==> src/rtl/io_ctrl.sv <==
// io_ctrl: sequences the STIN/LOUT I/O instructions between the core and the
// external switches/LEDs.
//   STIN (read_in)   - stalls the PC and runs a valid/ready input handshake. It then
//                      issues one register-file write carrying the captured word.
//   LOUT (write_out) - loads the LED register and raises out_valid. It stalls only
//                      when a previous word is still unacknowledged.
// Optional feature macro: IO_TIMEOUT_EN. It aborts a STIN that waits TIMEOUT cycles
// for in_valid, writes 0 to the register file and sets the sticky timeout flag.
// Ports:
//   clk, n_reset                   clock, asynchronous active-low reset
//   read_in, write_out             decoder strobes (sampled only in idle)
//   out_data                       register-file read data to display
//   in_data, in_valid, in_ready    input handshake
//   out_reg, out_valid, out_ack    output handshake
//   stall                          hold PC / suppress core register write
//   rf_we, rf_wdata                STIN register-file write port
//   timeout                        sticky STIN-abort flag
module io_ctrl #(
    parameter int unsigned W       = 8,
    parameter int unsigned TIMEOUT = 255
) (
    input  logic         clk,
    input  logic         n_reset,
    input  logic         read_in,
    input  logic         write_out,
    input  logic [W-1:0] out_data,
    input  logic [W-1:0] in_data,
    input  logic         in_valid,
    output logic         in_ready,
    output logic [W-1:0] out_reg,
    output logic         out_valid,
    input  logic         out_ack,
    output logic         stall,
    output logic         rf_we,
    output logic [W-1:0] rf_wdata,
    output logic         timeout
);

    typedef enum logic [1:0] {StIdle, StWaitIn, StWrite, StWaitAck} state_e;

    state_e         state_q, state_d;
    logic [W-1:0]   out_reg_q, out_reg_d;
    logic [W-1:0]   rf_wdata_q, rf_wdata_d;
    logic           out_valid_q, out_valid_d;
    logic           stall_c, in_ready_c, rf_we_c;
    logic           capture, abort, load;
    logic           expire;

`ifdef IO_TIMEOUT_EN
    localparam int unsigned CW = (TIMEOUT > 1) ? $clog2(TIMEOUT) : 1;

    logic [CW-1:0] cnt_q, cnt_d;
    logic          timeout_q, timeout_d;

    // Counts completed WAIT_IN cycles. The last allowed cycle is TIMEOUT-1.
    assign expire = (cnt_q == CW'(TIMEOUT - 1));

    always_comb begin
        cnt_d     = '0;
        timeout_d = timeout_q | abort;
        if (state_q == StWaitIn && state_d == StWaitIn) begin
            cnt_d = cnt_q + CW'(1);
        end
    end

    always_ff @(posedge clk or negedge n_reset) begin
        if (!n_reset) begin
            cnt_q     <= '0;
            timeout_q <= 1'b0;
        end else begin
            cnt_q     <= cnt_d;
            timeout_q <= timeout_d;
        end
    end

    assign timeout = timeout_q;
`else
    assign expire  = 1'b0;
    assign timeout = 1'b0;
`endif

    always_comb begin
        state_d    = state_q;
        stall_c    = 1'b0;
        in_ready_c = 1'b0;
        rf_we_c    = 1'b0;
        capture    = 1'b0;
        abort      = 1'b0;
        load       = 1'b0;
        unique case (state_q)
            StIdle: begin
                // read_in has priority over an (illegal) simultaneous write_out
                if (read_in) begin
                    stall_c    = 1'b1;
                    in_ready_c = 1'b1;
                    if (in_valid) begin
                        capture = 1'b1;
                        state_d = StWrite;
                    end else begin
                        state_d = StWaitIn;
                    end
                end else if (write_out) begin
                    if (out_valid_q && !out_ack) begin
                        stall_c = 1'b1;
                        state_d = StWaitAck;
                    end else begin
                        load = 1'b1;
                    end
                end
            end
            StWaitIn: begin
                stall_c    = 1'b1;
                in_ready_c = 1'b1;
                if (in_valid) begin
                    capture = 1'b1;
                    state_d = StWrite;
                end else if (expire) begin
                    abort   = 1'b1;
                    state_d = StWrite;
                end
            end
            StWrite: begin
                stall_c = 1'b1;
                rf_we_c = 1'b1;
                state_d = StIdle;
            end
            StWaitAck: begin
                // Release the PC on the ack edge so the LOUT is not re-issued
                if (out_ack) begin
                    load    = 1'b1;
                    state_d = StIdle;
                end else begin
                    stall_c = 1'b1;
                end
            end
            default: state_d = StIdle;
        endcase
    end

    always_comb begin
        rf_wdata_d  = rf_wdata_q;
        out_reg_d   = out_reg_q;
        out_valid_d = out_valid_q;
        if (capture) begin
            rf_wdata_d = in_data;
        end else if (abort) begin
            rf_wdata_d = '0;
        end
        // A load in the same cycle as an ack wins
        if (load) begin
            out_reg_d   = out_data;
            out_valid_d = 1'b1;
        end else if (out_ack) begin
            out_valid_d = 1'b0;
        end
    end

    always_ff @(posedge clk or negedge n_reset) begin
        if (!n_reset) begin
            state_q     <= StIdle;
            out_reg_q   <= '0;
            out_valid_q <= 1'b0;
            rf_wdata_q  <= '0;
        end else begin
            state_q     <= state_d;
            out_reg_q   <= out_reg_d;
            out_valid_q <= out_valid_d;
            rf_wdata_q  <= rf_wdata_d;
        end
    end

    // Gate the decoded strobes so they drop the moment reset asserts
    assign stall     = stall_c & n_reset;
    assign in_ready  = in_ready_c & n_reset;
    assign rf_we     = rf_we_c & n_reset;
    assign out_reg   = out_reg_q;
    assign out_valid = out_valid_q;
    assign rf_wdata  = rf_wdata_q;

endmodule
==> config.mk <==
export PLATFORM = sky130hd
export DESIGN_NAME = io_ctrl
export DESIGN_NICKNAME = d
export VERILOG_FILES = /design/src/rtl/io_ctrl.sv
export SDC_FILE = /design/constraint.sdc
export NUM_CORES = 1
export LEC_CHECK = 0
export ABC_AREA = 0
export ABC_CLOCK_PERIOD_IN_PS = 2180
export BUFFER_PORTS_ARGS = -buffer_cell sky130_fd_sc_hd__buf_2
export CORE_AREA = 4 4 62 64
export CTS_CLUSTER_SIZE = 16
export DETAILED_ROUTE_END_ITERATION = 16
export DIE_AREA = 0 0 66 68
export GPL_TIMING_DRIVEN = 0
export PLACE_DENSITY_LB_ADDON = 0.15
export SLEW_MARGIN = 20
export SYNTH_ARGS = -nofsm -noshare
export SYNTH_HDL_FRONTEND = slang
export SYNTH_SLANG_ARGS = --single-unit
export TNS_END_PERCENT = 30
==> constraint.sdc <==
create_clock -name clk -period 2.18 [get_ports clk]
set_input_delay 0.218 -clock clk [delete_from_list [all_inputs] [get_ports clk]]
set_output_delay 0.218 -clock clk [all_outputs]
set_load 0.1 [all_outputs]
==> flow_results.xml, run 1 <==
<?xml version="1.0" encoding="UTF-8"?>
<metrics>
  <group name="grt">
    <metric name="number_of_antenna_violations_at_the_first_check_in_global_routing" unit="">0</metric>
    <metric name="grt_use_total" unit="%">9.17</metric>
    <metric name="global_route.overflow_total" unit="">0</metric>
    <metric name="number_of_global_route_vias_before_repair" unit="">728</metric>
    <metric name="grt_max_degree" unit="">23</metric>
    <metric name="grt_first_pass_wirelength" unit="mm">3.16</metric>
  </group>
  <group name="floorplanning">
    <metric name="die_area" unit="mm^2">0.00449</metric>
    <metric name="number_of_primary_i_o_pins" unit="">43</metric>
    <metric name="starting_density_of_the_core" unit="%">27.9</metric>
    <metric name="rows" unit="">21</metric>
    <metric name="die-height" unit="um">68</metric>
    <metric name="die-width" unit="um">66</metric>
    <metric name="core-area" unit="mm^2">0.00328</metric>
  </group>
  <group name="detailed_routing">
    <metric name="drc" unit="">0</metric>
    <metric name="ant_nets" unit="">0</metric>
    <metric name="drt_first_iter_violations" unit="">12</metric>
    <metric name="drt_wl_total" unit="mm">1.86</metric>
    <metric name="vias_per_cell" unit="">4.17</metric>
    <metric name="dr.pass1.iters" unit="">2</metric>
    <metric name="wire_length_per_cell" unit="um">11.7</metric>
    <metric name="vias" unit="">663</metric>
  </group>
  <group name="sta">
    <metric name="finalHoldWorstSlack" unit="ns">0.148</metric>
    <metric name="grt_setup_unrepaired" unit="">false</metric>
    <metric name="final_max_slew_viol_count" unit="">0</metric>
    <metric name="final.min_clock_period" unit="ns">2.03</metric>
    <metric name="post-route-period-util" unit="%">93.0</metric>
    <metric name="clock-skew-final" unit="ns">0.00346</metric>
    <metric name="max_freq" unit="MHz">493</metric>
    <metric name="report.final.hold_viol_count" unit="">0</metric>
    <metric name="report.final.setup_viol" unit="">0</metric>
  </group>
  <group name="cts">
    <metric name="h-tree-depth" unit="">1</metric>
    <metric name="root_buffer" unit="">sky130_fd_sc_hd__clkbuf_4</metric>
    <metric name="postCtsSetupBuffers" unit="">0</metric>
    <metric name="tritoncts.num_buffers" unit="">3</metric>
    <metric name="cts_tree" unit="">yes</metric>
    <metric name="worst_setup_hold_path_clk_slew" unit="ns">0.11</metric>
    <metric name="worst_skew_pair.late_latency" unit="ns">0.29</metric>
    <metric name="cts.sinks" unit="">19</metric>
    <metric name="clockBufferDepth" unit="">2</metric>
  </group>
  <group name="layout">
    <metric name="layout.nets" unit="">141</metric>
    <metric name="finish.cell_count_without_fillers" unit="">159</metric>
    <metric name="stdcell_area" unit="mm^2">0.00123</metric>
    <metric name="area.growth.synth_to_final" unit="%">33.7</metric>
    <metric name="layout_commonest_cell" unit="">sky130_fd_sc_hd__buf_2</metric>
    <metric name="layout_common_cells" unit="">sky130_fd_sc_hd__buf_2, sky130_fd_sc_hd__dfrtp_1, sky130_fd_sc_hd__mux2_2</metric>
    <metric name="antennaDiodeCount" unit="">0</metric>
    <metric name="layout-drive-gt1-share" unit="%">61.9</metric>
  </group>
  <group name="worst_setup_path">
    <metric name="cell_by_cell_trace_of_the_critical_path" unit="">ha_1 &gt; nor2b_1 &gt; o31ai_1 &gt; a21oi_2 &gt; buf_2</metric>
    <metric name="critical_path.max_stage_delay" unit="ns">0.43</metric>
    <metric name="path_delay_family" unit="">buffers and inverters</metric>
    <metric name="critPathLaunchType" unit="">register</metric>
    <metric name="worst-endpoint-required" unit="ns">1.96</metric>
    <metric name="path_buf_inv" unit="">1</metric>
    <metric name="worst-setup-path-type" unit="">register to output port</metric>
    <metric name="timing.critical_path.fanout_max" unit="">4</metric>
    <metric name="cp_slowest_cell" unit="">sky130_fd_sc_hd__buf_2</metric>
    <metric name="total_stage_count_of_the_critical_path" unit="">5</metric>
    <metric name="cp.arrival" unit="ns">1.81</metric>
    <metric name="rr_worst_depth" unit="">5</metric>
    <metric name="timing.critical_path.to_type" unit="">output port</metric>
  </group>
  <group name="job">
    <metric name="max_cap_violations" unit="">0</metric>
  </group>
  <group name="placed_design">
    <metric name="detailedPlacementHpwl" unit="mm">1.49</metric>
    <metric name="post_dp_cell_area" unit="mm^2">0.00119</metric>
    <metric name="port_buffer_cells" unit="">41</metric>
    <metric name="place.gp.congestion" unit="">0.737</metric>
    <metric name="dpl.cell_count" unit="">154</metric>
  </group>
  <group name="hold_path">
    <metric name="hold_class" unit="">input port to register</metric>
    <metric name="hold_depth" unit="">2</metric>
  </group>
  <group name="synth">
    <metric name="synth-warning-count" unit="">0</metric>
    <metric name="netlist_area" unit="um^2">917</metric>
    <metric name="synth-seq-cells" unit="">19</metric>
    <metric name="synthDistinctLibCells" unit="">23</metric>
    <metric name="yosysSeqAreaShare" unit="%">51.8</metric>
    <metric name="synth_area_per_cell" unit="um^2">13.7</metric>
    <metric name="netlist_instances" unit="">67</metric>
    <metric name="syn-num-nets" unit="">94</metric>
  </group>
  <group name="outcome">
    <metric name="outcome" unit="">finished clean</metric>
  </group>
</metrics>
==> per-layer routing <==
layer	vias up	wire length, um	track usage, %
met1	316	779	11.1
met3	2	157	2.63
met2	22	905	15.0
li1	323	-	-
met5	-	0	0
met4	0	19	4.57
==> repair_timing <==
action                     CTS  global route
hold endpoints to repair    19             0
gates resized for setup      0             1
setup endpoints to repair    0             1
hold buffers                 1             0
==> synth_stat cells, drive strengths merged <==
cell | n | share of area, %
dfrtp | 19 | 52
buf | 2 | 1.4
o221ai | 1 | 2.9
nand2b | 1 | 0.68
nor2 | 1 | 0.41
a221oi | 1 | 1.6
ha | 5 | 6.8
inv | 4 | 1.6
o21ba | 1 | 1.1
and2 | 1 | 0.68
o21ai | 1 | 0.55
nand2 | 2 | 0.82
conb | 1 | 0.41
nor2b | 2 | 1.4
a31oi | 1 | 0.68
mux2 | 17 | 21
nand3b | 1 | 0.82
a21oi | 2 | 1.1
o31ai | 1 | 0.82
and2b | 1 | 1.1
and4bb | 1 | 1.4
mux2i | 1 | 1.1
==> cell families (layout without fill, tap and decap cells) <==
logic type,Yosys count,after routing,share of synthesized area (%)
flip-flops,19,19,51.8
multiplexers,18,18,22.0
other,1,1,0.409
adder cells (fa/ha/maj),5,5,6.82
AND/OR/NAND/NOR,10,10,7.23
AO/OA/AOI/OAI,8,8,8.73
buffers and inverters,6,52,3.00
==> per-stage QoR <==
stage	worst slack [ns]	TNS [ns]	util (%)
floorplan	-0.142	-0.142	-
global placement	0.408	0	36.1
detailed placement	0.364	0	36.1
CTS	0.0545	0	37.3
global route	0.0198	0	37.3
finish	0.152	0	37.3
==> final timing paths <==
check                                               end  slack [ns]                    start
worst max-delay path                              stall        0.15   state_q[1]$_DFFE_PN0P_
worst min-delay path            rf_wdata[7]$_DFFE_PN0P_        0.15               in_data[7]
worst max register to register   out_reg[0]$_DFFE_PN0P_        0.36   state_q[0]$_DFFE_PN0P_
worst min register to register  rf_wdata[7]$_DFFE_PN0P_        0.51  rf_wdata[7]$_DFFE_PN0P_
max in group asynchronous        out_reg[4]$_DFFE_PN0P_        1.60                  n_reset
min in group asynchronous       rf_wdata[5]$_DFFE_PN0P_        0.36                  n_reset
==> layout make-up <==
cell class	count	area (um^2)
fillers	342	2060
repair buffers	42	218
clock inverters	1	5.00
flip-flops and latches	19	475
multi-input cells	42	420
clock buffers	3	22.5
well taps	46	57.6
inverters	4	15.0
plain buffers	2	12.5
==> worst reg2reg max path, delay by kind of cell, from the launching register on <==
kind,cells,cell delay (ns)
flip-flops,1,0.39
multiplexers,1,0.39
AO/OA/AOI/OAI,1,0.34
adder cells (fa/ha/maj),1,0.25
AND/OR/NAND/NOR,1,0.25
buffers and inverters,1,0.09
Power of run 1 is not shown: default switching activity piles up to over one toggle a cycle in this logic, so the estimate is an artifact.
==> run 2, diff against run 1 <==
ABC_AREA = 1   (was 0)
BUFFER_PORTS_ARGS = -buffer_cell sky130_fd_sc_hd__clkbuf_2   (was -buffer_cell sky130_fd_sc_hd__buf_2)
==> run 2 against run 1 <==
Compared with the run above:
- setup slack gained 0.019 ns
- synthesized cell count up 66%
- cell count up 29%
- global-route usage increased by 1.2 points
- largest cell class unchanged
- highest routed layer unchanged
==> flow_results.xml, run 2 <==
<?xml version="1.0" encoding="UTF-8"?>
<metrics>
  <group name="outcome">
    <metric name="outcome" unit="">finished clean</metric>
  </group>
  <group name="synth">
    <metric name="synth-edff-count" unit="">0</metric>
    <metric name="synth_area_per_cell" unit="um^2">8.44</metric>
    <metric name="netlist_instances" unit="">111</metric>
    <metric name="ys_top_cells_by_count" unit="">sky130_fd_sc_hd__nand2_1, sky130_fd_sc_hd__dfrtp_1, sky130_fd_sc_hd__nand3_1</metric>
    <metric name="synth-seq-cells" unit="">19</metric>
    <metric name="synth_top_cell_by_area" unit="">sky130_fd_sc_hd__dfrtp_1</metric>
    <metric name="yosysMostFrequentCell" unit="">sky130_fd_sc_hd__nand2_1</metric>
    <metric name="synth-main-ff-cell" unit="">sky130_fd_sc_hd__dfrtp_1</metric>
    <metric name="largest_cells_by_area_after_synthesis" unit="">sky130_fd_sc_hd__dfrtp_1, sky130_fd_sc_hd__nand2_1, sky130_fd_sc_hd__nand3_1</metric>
    <metric name="synthArstFlopShare" unit="%">100</metric>
    <metric name="netlist_area" unit="um^2">937</metric>
    <metric name="synth-warning-count" unit="">0</metric>
    <metric name="yosysTopAreaCellShare" unit="%">50.7</metric>
    <metric name="yosysSeqAreaShare" unit="%">50.7</metric>
    <metric name="synthDistinctLibCells" unit="">17</metric>
    <metric name="syn-num-nets" unit="">138</metric>
  </group>
  <group name="layout">
    <metric name="antennaDiodeCount" unit="">0</metric>
    <metric name="finish.cell_count_without_fillers" unit="">205</metric>
    <metric name="layout.nets" unit="">187</metric>
    <metric name="layout-drive-gt1-share" unit="%">36.5</metric>
    <metric name="layout_common_cells" unit="">sky130_fd_sc_hd__nand2_1, sky130_fd_sc_hd__clkbuf_2, sky130_fd_sc_hd__nand3_1, sky130_fd_sc_hd__dfrtp_1, sky130_fd_sc_hd__inv_1</metric>
    <metric name="layout_commonest_cell" unit="">sky130_fd_sc_hd__nand2_1</metric>
    <metric name="area.growth.synth_to_final" unit="%">36.6</metric>
  </group>
  <group name="sta">
    <metric name="grt_setup_unrepaired" unit="">false</metric>
    <metric name="report.final.setup_viol" unit="">0</metric>
    <metric name="max_slew_margin" unit="%">63.6</metric>
    <metric name="timing.setup.tns" unit="ns">0</metric>
    <metric name="clock-skew-final" unit="ns">0.00407</metric>
    <metric name="post-route-period-util" unit="%">92.1</metric>
    <metric name="layout_setup_ws" unit="ns">0.171</metric>
    <metric name="max_freq" unit="MHz">498</metric>
    <metric name="worst-slew-pin-transition" unit="ns">0.548</metric>
    <metric name="report.final.hold_viol_count" unit="">0</metric>
    <metric name="final.min_clock_period" unit="ns">2.01</metric>
    <metric name="finalHoldWorstSlack" unit="ns">0.144</metric>
    <metric name="final_max_slew_viol_count" unit="">0</metric>
  </group>
  <group name="grt">
    <metric name="grt_max_degree" unit="">23</metric>
    <metric name="global_route.overflow_total" unit="">0</metric>
    <metric name="number_of_global_route_vias_before_repair" unit="">822</metric>
    <metric name="grt_use_total" unit="%">10.3</metric>
    <metric name="grt_first_pass_wirelength" unit="mm">3.53</metric>
    <metric name="number_of_antenna_violations_at_the_first_check_in_global_routing" unit="">0</metric>
  </group>
  <group name="detailed_routing">
    <metric name="drt_wl_total" unit="mm">2.14</metric>
    <metric name="drt_first_iter_violations" unit="">14</metric>
    <metric name="ant_nets" unit="">0</metric>
    <metric name="wire_length_per_cell" unit="um">10.4</metric>
    <metric name="drc" unit="">0</metric>
    <metric name="dr.pass1.iters" unit="">4</metric>
    <metric name="vias_per_cell" unit="">4.29</metric>
    <metric name="vias" unit="">880</metric>
  </group>
  <group name="placed_design">
    <metric name="place_worst_setup_slack" unit="ns">0.104</metric>
    <metric name="place.gp.congestion" unit="">0.788</metric>
    <metric name="detailedPlacementHpwl" unit="mm">1.70</metric>
    <metric name="port_buffer_cells" unit="">41</metric>
    <metric name="dpl.cell_count" unit="">198</metric>
  </group>
  <group name="worst_setup_path">
    <metric name="worst-setup-path-type" unit="">register to output port</metric>
    <metric name="rr_worst_depth" unit="">9</metric>
    <metric name="timing.rr.start" unit="">state_q[0]$_DFFE_PN0P_</metric>
    <metric name="worst-endpoint-required" unit="ns">1.96</metric>
    <metric name="critPathLaunchType" unit="">register</metric>
    <metric name="cp_slowest_cell" unit="">sky130_fd_sc_hd__dfrtp_1</metric>
    <metric name="timing.critical_path.fanout_max" unit="">4</metric>
    <metric name="critical_path.max_stage_delay" unit="ns">0.43</metric>
    <metric name="cp.arrival" unit="ns">1.79</metric>
    <metric name="timing.critical_path.to_type" unit="">output port</metric>
    <metric name="cell_by_cell_trace_of_the_critical_path" unit="">inv_1 &gt; ha_1 &gt; inv_2 &gt; nor2_2 &gt; nand2_1 &gt; nand2_1 &gt; a31oi_4 &gt; buf_8</metric>
    <metric name="path_common_cell" unit="">sky130_fd_sc_hd__nand2_1</metric>
    <metric name="cp-startpoint" unit="">state_q[0]$_DFFE_PN0P_</metric>
  </group>
  <group name="floorplanning">
    <metric name="die-height" unit="um">68</metric>
    <metric name="die-width" unit="um">66</metric>
    <metric name="rows" unit="">21</metric>
    <metric name="core-area" unit="mm^2">0.00328</metric>
    <metric name="number_of_primary_i_o_pins" unit="">43</metric>
    <metric name="starting_density_of_the_core" unit="%">28.5</metric>
    <metric name="die_area" unit="mm^2">0.00449</metric>
  </group>
  <group name="cts">
    <metric name="clockBufferDepth" unit="">2</metric>
    <metric name="worst_skew_pair.late_latency" unit="ns">0.29</metric>
    <metric name="worst_setup_hold_path_clk_slew" unit="ns">0.10</metric>
    <metric name="cts.sinks" unit="">19</metric>
    <metric name="cts_tree" unit="">yes</metric>
    <metric name="tritoncts.num_buffers" unit="">3</metric>
    <metric name="h-tree-depth" unit="">1</metric>
    <metric name="root_buffer" unit="">sky130_fd_sc_hd__clkbuf_4</metric>
  </group>
  <group name="hold_path">
    <metric name="hold_depth" unit="">3</metric>
    <metric name="timing.hold.worst.start" unit="">out_data[1]</metric>
    <metric name="hold_class" unit="">input port to register</metric>
  </group>
  <group name="job">
    <metric name="max_cap_violations" unit="">0</metric>
  </group>
</metrics>
==> run 2: layout make-up <==
class                   count  area, um^2
multi-input cells          81         430
well taps                  46        57.6
clock buffers               4        26.3
flip-flops and latches     19         475
repair buffers             44         243
inverters                   9        35.0
plain buffers               2        12.5
fillers                   358        2000
==> run 2: kinds of logic (layout without fill, tap and decap cells) <==
group / count (synthesis) / in the layout / share of synthesized area [%]
AO/OA/AOI/OAI: 6 / 6 / 4.54
adder cells (fa/ha/maj): 5 / 5 / 6.68
buffers and inverters: 11 / 59 / 4.94
flip-flops: 19 / 19 / 50.7
other: 1 / 1 / 0.400
AND/OR/NAND/NOR: 69 / 69 / 32.7
==> run 2: repair_timing <==
item                       4_1_cts  5_1_grt
resized for setup                4        3
hold buffers                     1        0
pin swaps                        0        1
cloned                           0        0
hold endpoints to repair        19        0
setup endpoints to repair        2        3
setup buffers                    0        2
==> run 2: worst paths after layout <==
check,slack (ns),endpoint
max,0.17,stall
min,0.14,out_reg[1]$_DFFE_PN0P_
max reg2reg,0.67,out_reg[0]$_DFFE_PN0P_
min reg2reg,0.48,rf_wdata[6]$_DFFE_PN0P_
max in group asynchronous,1.46,rf_wdata[3]$_DFFE_PN0P_
min in group asynchronous,0.40,out_valid$_DFFE_PN0P_
==> run 2: per-layer routing <==
metal / GRT usage (%) / part of all wire [%]
met5: 0 / 0
met4: 2.28 / 0.47
met3: 5.09 / 10
met2: 17.8 / 47
met1: 11.6 / 42
==> run 2: critical path, delay by kind of cell (launching register included) <==
kind	cells	cell delay, ns
adders and majority gates	1	0.21
DFF	1	0.43
and+or+nand+nor	3	0.25
buffers and inverters	3	0.43
AOI/OAI and AO/OA	1	0.18
==> run 2: through the flow <==
| stage | area (um^2) | utilization, % |
|---|---|---|
| 2_1_floorplan | 952 | - |
| 5_1_grt | 1280 | 39.0 |
| 4_1_cts | 1260 | 38.5 |
| 3_5_place_dp | 1210 | 37.0 |
| 3_3_place_gp | 1210 | 37.0 |
| 6_report | 1280 | 39.0 |
Power of run 2 is left out for the same reason.
